`src/rtl/writeback_stage.sv`:
```
// Write-back buffer: in-order FIFO from execution results to the register-file write port.
// Optional WB_FORWARD_EN adds a youngest-match forwarding lookup over the buffered entries.
module writeback_stage #(
    parameter int unsigned DATA_WIDTH     = 32,
    parameter int unsigned REG_ADDR_WIDTH = 5,
    parameter int unsigned DEPTH          = 4
) (
    input  logic                      clk,
    input  logic                      reset,
    input  logic                      result_valid,
    input  logic [DATA_WIDTH-1:0]     execution_result,
    input  logic [REG_ADDR_WIDTH-1:0] result_rd,
    output logic                      wb_stall,
    output logic                      wb_overflow,
    output logic                      rf_wr_en,
    output logic [REG_ADDR_WIDTH-1:0] rf_wr_addr,
    output logic [DATA_WIDTH-1:0]     rf_wr_data,
    input  logic                      rf_wr_ready,
`ifdef WB_FORWARD_EN
    input  logic [REG_ADDR_WIDTH-1:0] fwd_rd,
    output logic                      fwd_hit,
    output logic [DATA_WIDTH-1:0]     fwd_data,
`endif
    output logic [$clog2(DEPTH):0]    pending_count
);

    localparam int unsigned PTR_W = $clog2(DEPTH);
    localparam int unsigned CNT_W = PTR_W + 1;

    logic [REG_ADDR_WIDTH-1:0] rd_mem_q   [DEPTH];
    logic [DATA_WIDTH-1:0]     data_mem_q [DEPTH];

    logic [PTR_W-1:0] wr_ptr_q, wr_ptr_d;
    logic [PTR_W-1:0] rd_ptr_q, rd_ptr_d;
    logic [CNT_W-1:0] count_q, count_d;
    logic             overflow_q, overflow_d;

    logic full;
    logic empty;
    logic nonzero_rd;
    logic push;
    logic pop;

    assign full       = (count_q == CNT_W'(DEPTH));
    assign empty      = (count_q == '0);
    assign nonzero_rd = (result_rd != '0);
    // Fullness comes from registered count, so a same-cycle pop never frees room for a push.
    assign push       = result_valid && nonzero_rd && !full;
    assign pop        = !empty && rf_wr_ready;

    always_comb begin
        wr_ptr_d   = wr_ptr_q;
        rd_ptr_d   = rd_ptr_q;
        count_d    = count_q;
        overflow_d = overflow_q;
        if (push) begin
            wr_ptr_d = wr_ptr_q + PTR_W'(1);
        end
        if (pop) begin
            rd_ptr_d = rd_ptr_q + PTR_W'(1);
        end
        case ({push, pop})
            2'b10:   count_d = count_q + CNT_W'(1);
            2'b01:   count_d = count_q - CNT_W'(1);
            default: count_d = count_q;
        endcase
        if (result_valid && nonzero_rd && full) begin
            overflow_d = 1'b1;
        end
    end

    always_ff @(posedge clk) begin
        if (!reset) begin
            wr_ptr_q   <= '0;
            rd_ptr_q   <= '0;
            count_q    <= '0;
            overflow_q <= 1'b0;
        end else begin
            wr_ptr_q   <= wr_ptr_d;
            rd_ptr_q   <= rd_ptr_d;
            count_q    <= count_d;
            overflow_q <= overflow_d;
        end
    end

    always_ff @(posedge clk) begin
        if (reset && push) begin
            rd_mem_q[wr_ptr_q]   <= result_rd;
            data_mem_q[wr_ptr_q] <= execution_result;
        end
    end

    assign wb_stall      = full;
    assign wb_overflow   = overflow_q;
    assign pending_count = count_q;
    assign rf_wr_en      = !empty;
    assign rf_wr_addr    = empty ? '0 : rd_mem_q[rd_ptr_q];
    assign rf_wr_data    = empty ? '0 : data_mem_q[rd_ptr_q];

`ifdef WB_FORWARD_EN
    logic [PTR_W-1:0] fwd_idx;

    // Walk oldest to youngest so the last match seen is the most recent push.
    always_comb begin
        fwd_hit  = 1'b0;
        fwd_data = '0;
        fwd_idx  = '0;
        for (int unsigned i = 0; i < DEPTH; i++) begin
            fwd_idx = rd_ptr_q + PTR_W'(i);
            if ((CNT_W'(i) < count_q) && (fwd_rd != '0) && (rd_mem_q[fwd_idx] == fwd_rd)) begin
                fwd_hit  = 1'b1;
                fwd_data = data_mem_q[fwd_idx];
            end
        end
    end
`endif

endmodule
```
`config.mk`:
```
export PLATFORM = sky130hd
export DESIGN_NAME = writeback_stage
export DESIGN_NICKNAME = d
export VERILOG_FILES = /design/src/rtl/writeback_stage.sv
export SDC_FILE = /design/constraint.sdc
export NUM_CORES = 1
export LEC_CHECK = 0
export ABC_CLOCK_PERIOD_IN_PS = 6740
export CORE_AREA = 2 2 146 148
export DETAILED_ROUTE_END_ITERATION = 10
export DIE_AREA = 0 0 148 150
export HOLD_SLACK_MARGIN = 0.02
export SLEW_MARGIN = 40
export SYNTH_ARGS = -nofsm -noshare
export SYNTH_HDL_FRONTEND = slang
export SYNTH_SLANG_ARGS = --single-unit
export TNS_END_PERCENT = 50
```
`constraint.sdc`:
```
create_clock -name clk -period 6.74 [get_ports clk]
set_clock_uncertainty 0.1 [all_clocks]
set_input_delay 1.011 -clock clk [delete_from_list [all_inputs] [get_ports clk]]
set_output_delay 1.011 -clock clk [all_outputs]
set_load 0.02 [all_outputs]
```
After elaboration in Yosys (flattened, before gate mapping)
Memory sizes are Yosys's and may differ from the RTL's. A register that Yosys moved wholly into a read port is not among the register bits.
Index checks and enable logic that the tools add are counted.
{"block": "op_classes", "muxes": 9, "n_reduce_logical": 10, "addsub": 4, "n_eq_ne": 3}
{"cell": "$mux 32", "count": 1}
{"cell": "$mux 2", "count": 4}
{"cell": "$pmux 3 s2", "count": 1}
{"cell": "$logic_and 1x1->1", "count": 5}
{"cell": "$mux 5", "count": 1}
{"cell": "$reduce_bool 5->1", "count": 1}
{"cell": "$add 2x1->2 const B", "count": 2}
{"cell": "$add 3x1->3 const B", "count": 1}
{"cell": "$eq 3x3->1 const B", "count": 1}
{"cell": "$logic_not 3->1", "count": 1}
{"cell": "$sub 3x1->3 const B", "count": 1}
{"cell": "$eq 2x1->1 const B", "count": 1}
{"cell": "$eq 2x2->1 const B", "count": 1}
{"cell": "$logic_not 1->1", "count": 2}
{"cell": "$mux 1", "count": 2}
{"cell": "$reduce_bool 2->1", "count": 1}
{"block": "totals", "ramBits": 148, "n_memories": 2, "inputBits": 41, "reg_bits": 8}
{"memory": "data_mem_q", "depth": 4, "word_bits": 32, "read_ports": 1, "rd_clocked_by_memory_dff": 1, "wr": 1, "line": "31", "source": "logic [DATA_WIDTH-1:0] data_mem_q [DEPTH];"}
{"memory": "rd_mem_q", "depth": 4, "word_bits": 5, "read_ports": 1, "rd_clocked_by_memory_dff": 1, "wr": 1, "line": "30", "source": "logic [REG_ADDR_WIDTH-1:0] rd_mem_q [DEPTH];"}

Logic depth before layout (Yosys ltp)
{"block": "depth", "word_depth": 6, "mapped_depth": 9, "ltp_nobuf": 9}

Least setup slack after synthesis
OpenSTA, ideal clock, no wires.
{"block": "synth_timing", "path_type": "input -> register", "from": "in result_rd[0]", "to": "reg count_q[2], in the netlist pending_count[2]", "stages": 9, "arrival_time_ns": 2.996, "required_ns": 6.570, "path_slack_ns": 3.574, "path_buffers": 0, "path_cell_list": "or4_4 -> o211a_4 -> inv_1 -> ha_1 -> inv_1 -> fa_1 -> xor2_1 -> or3_1 -> a21oi_1"}
{"block": "synth_between", "elab_chain_len": 5, "word_cells_on_any_way": 7, "classes_between": "eq/ne: 2; mux: 1; reduce/logical: 4"}
{"element": "start: declaration", "line": "12", "source": "input logic [REG_ADDR_WIDTH-1:0] result_rd,"}
{"element": "$reduce_bool 5->1 (*)", "line": "46", "source": "assign nonzero_rd = (result_rd != '0);"}
{"element": "$logic_and 1x1->1 (*) (2 in a row)", "line": "48", "source": "assign push = result_valid && nonzero_rd && !full;"}
{"element": "$eq 2x1->1 / $eq 2x2->1 (equally long branches)", "line": "62", "source": "case ({push, pop})"}
{"element": "$pmux 3 s2 / $reduce_bool 2->1 (equally long branches)"}
{"element": "end signal: assignment", "line": "81", "source": "count_q <= count_d;"}
{"element": "end: declaration", "line": "35", "source": "logic [CNT_W-1:0] count_q, count_d;"}
Mark *: on every way between the ends. The rest lies on a longest branch, timed or not.
A chain may end at the register's enable or synchronous reset.

==> load_flow_metrics.sql <==
INSERT INTO impl_metrics (metric_group, metric, value, unit) VALUES
('die', 'standard_cell_rows', '53', ''),
('layout', 'syn2layout_area_growth', '28.6', '%'),
('clock_tree', 'tritoncts_num_sinks', '158', ''),
('sta', 'fmax', '0.277', 'GHz'),
('layout', 'antenna-diode-count', '0', ''),
('global_routing', 'antenna_found_initial', '1', ''),
('layout', 'finish.utilization', '38.1', '%'),
('layout', 'layout.filler_cells', '1899', ''),
('synthesis', 'netlist_area', '6130', 'µm²'),
('clock_tree', 'hold_buffers', '0', ''),
('worst_setup_path', 'reg2reg_from', 'pending_count[2]$_SDFFE_PN0P_', ''),
('layout', 'num-nets-final', '432', ''),
('power', 'power.net_switching', '0.900', 'mW'),
('place', 'routabilityCongestion', '0.675', ''),
('power', 'internal_power', '2.21', 'mW'),
('worst_setup_path', 'critical_path.max_fanout', '25', ''),
('sta', 'max_slew_margin', '58.7', '%'),
('die', 'chipWidth', '148', 'µm'),
('power', 'total_leakage_power', '2.50', 'nW'),
('sta', 'totalNegativeSetupSlack', '0', 'ns'),
('status', 'status', 'finished clean', ''),
('power', 'powerDensity', '394', 'nW/µm²'),
('power', 'clock_power_share', '30.2', '%'),
('die', 'chipHeight', '150', 'µm'),
('power', 'pwr-share-seq', '38.7', '%'),
('layout', 'layout_cell_share_with_drive_strength_beyond_1', '19.6', '%'),
('layout', 'most-common-layout-cells', 'edfxtp_1, clkdlybuf4s50_1, mux4_2', ''),
('sta', 'worst_slew_pin_slew', '0.620', 'ns'),
('sta', 'finalSetupViolations', '0', ''),
('layout', 'most_common_library_cell_in_the_layout_ignoring_fill_and_taps', 'edfxtp_1', ''),
('hold_path', 'min_delay_worst_endpoint', 'wb_overflow$_SDFFE_PN0P_', ''),
('clock_tree', 'clock_tree.buffer_depth', '2', ''),
('worst_setup_path', 'ff2ff_setup_slack', '4.14', 'ns'),
('sta', 'final_hold_slack', '0.363', 'ns'),
('synthesis', 'yosysUniqueCellTypes', '26', ''),
('synthesis', 'yosys_register_bits', '158', ''),
('synthesis', 'syn-mean-instance-area', '20.9', 'µm²'),
('worst_setup_path', 'worst_setup_path_start_kind', 'register', ''),
('global_routing', 'first_pass_grt_wire_length', '18300', 'µm'),
('routing', 'drtPass1Iterations', '4', ''),
('worst_setup_path', 'critPathRequiredTime', '5.63', 'ns'),
('synthesis', 'synth.yosys.seq_area_share', '75.8', '%'),
('power', 'ir_worst_vdd', '0.172', 'mV'),
('die', 'fp.dieArea', '22200', 'µm²'),
('routing', 'drt_wl_total', '11600', 'µm'),
('routing', 'postRouteAntennaNets', '0', ''),
('sta', 'post-route-worst-setup-slack', '3.13', 'ns'),
('global_routing', 'grt_pass1_vias', '3256', ''),
('clock_tree', 'numCtsBuffers', '17', ''),
('hold_path', 'whs_path_depth', '2', ''),
('routing', 'drt_first_iter_violations', '158', ''),
('worst_setup_path', 'worstReg2RegEnd', 'pending_count[2]$_SDFFE_PN0P_', ''),
('place', 'port_buffers', '83', ''),
('die', 'effective_utilization_at_floorplan', '29.6', '%'),
('power', 'overall_power_of_the_completed_layout', '3.11', 'mW'),
('clock_tree', 'postCtsResizedCells', '0', ''),
('die', 'placeable_core_area', '20700', 'µm²'),
('global_routing', 'gr-usage-all-layers', '11.3', '%'),
('routing', 'num_vias', '2933', ''),
('synthesis', 'yosysWarningCount', '0', ''),
('die', 'io_pins', '84', ''),
('hold_path', 'worst_hold_path_type', 'register to register', ''),
('clock_tree', 'h_tree_depth', '4', ''),
('place', 'place.detailed.hpwl', '6800', 'µm'),
('worst_setup_path', 'worst-endpoint-arrival', '2.50', 'ns'),
('routing', 'wl_per_cell', '17.3', 'µm'),
('sta', 'count_of_endpoints_failing_hold_in_the_final_timing_report', '0', ''),
('synthesis', 'post_synth_inst_count', '294', ''),
('clock_tree', 'cts-root-buf', 'clkbuf_16', ''),
('worst_setup_path', 'r2r.worst_path.cells', '9', ''),
('clock_tree', 'postCtsSetupBuffers', '0', '');
final cells by class:
cell class	count	area [µm²]	share of cell area, %
clock buffer	26	564	7.16
clock inverter	6	38.8	0.492
inverter	11	41.3	0.524
multi-input combinational	112	1390	17.6
sequential	158	4650	59.0
tap	275	344	4.36
timing repair buffer	85	858	10.9
synthesized netlist by cell type:
| cell | instances | area, µm² |
|---|---|---|
| inv_1 | 11 | 41.3 |
| mux4_2 | 37 | 833 |
| nor2_1 | 6 | 22.5 |
| a21oi_1 | 3 | 15.0 |
| o211ai_1 | 1 | 7.51 |
| ha_1 | 5 | 62.6 |
| o211a_4 | 1 | 17.5 |
| and3_1 | 4 | 25.0 |
| clkbuf_1 | 4 | 15.0 |
| o21ai_0 | 1 | 5.00 |
| o311ai_0 | 1 | 8.76 |
| mux2i_1 | 2 | 20.0 |
| or4_4 | 1 | 11.3 |
| and2b_1 | 2 | 15.0 |
| nor3_1 | 1 | 5.00 |
| buf_6 | 4 | 45.0 |
| edfxtp_1 | 148 | 4440 |
| dfxtp_1 | 10 | 200 |
| xor2_1 | 4 | 35.0 |
| or3b_2 | 1 | 8.76 |
| buf_2 | 5 | 25.0 |
| fa_1 | 1 | 20.0 |
| or3_1 | 1 | 6.26 |
| nand2_1 | 4 | 15.0 |
| o31ai_1 | 1 | 7.51 |
| nor2b_1 | 35 | 219 |
state kept, by name, indices dropped and copies added (netlist names), named ones only:
signal,count
rd_ptr_q,2
pending_count,3
wb_overflow,1
data_mem_q,128
rd_mem_q,20
wr_ptr_q,2
power by group through the flow:
stage / sequential, mW / combinational (mW) / clock [mW]
global route: 1.21 / 1.05 / 1.00
detailed placement: 1.27 / 0.936 / 0
global placement: 1.27 / 0.927 / 0
finish: 1.20 / 0.966 / 0.939
floorplan: 1.19 / 0.603 / 0
CTS: 1.25 / 0.941 / 0.961
worst max-delay path: stages, from the launching register on:
cell and delay [ns]:
dfxtp_4 0.52, buf_12 0.27, mux4_2 0.56, nor2b_1 0.15, clkdlybuf4s50_1 0.55
kinds of logic after synthesis:
logic type | Yosys count | share of synthesized area (%)
fa+ha+maj | 6 | 1.35
compound gates | 8 | 1.00
buf+inv | 24 | 2.06
xor+xnor | 4 | 0.571
mux | 39 | 13.9
flops | 158 | 75.8
simple gates | 55 | 5.35
through the flow:
stage | std cells | instance area (µm²)
after floorplan | 294 | 6130
after global placement | 640 | 7240
after detailed placement | 640 | 7260
after CTS | 672 | 7860
after global routing | 673 | 7880
final | 673 | 7880
metal layers:
| metal | wire length (µm) | GRT usage, % | part of all wire (%) |
|---|---|---|---|
| met1 | 4870 | 13.3 | 42 |
| met2 | 5850 | 18.8 | 50 |
| met4 | 151 | 4.05 | 1.3 |
| met3 | 747 | 4.66 | 6.4 |
| met5 | 13 | 0 | 0.11 |
worst max path at each step:
stage / slack [ns] / startpoint / endpoint
floorplan: 3.57 / result_rd[0] / pending_count[2]$_SDFFE_PN0P_
global placement: 3.02 / result_rd[0] / pending_count[2]$_SDFFE_PN0P_
detailed placement: 2.91 / result_rd[0] / pending_count[2]$_SDFFE_PN0P_
CTS: 2.90 / register / rf_wr_data[31]
global route: 2.97 / register / rf_wr_data[14]
finish: 3.13 / register / rf_wr_data[14]
(Power assumes the default switching activity.)
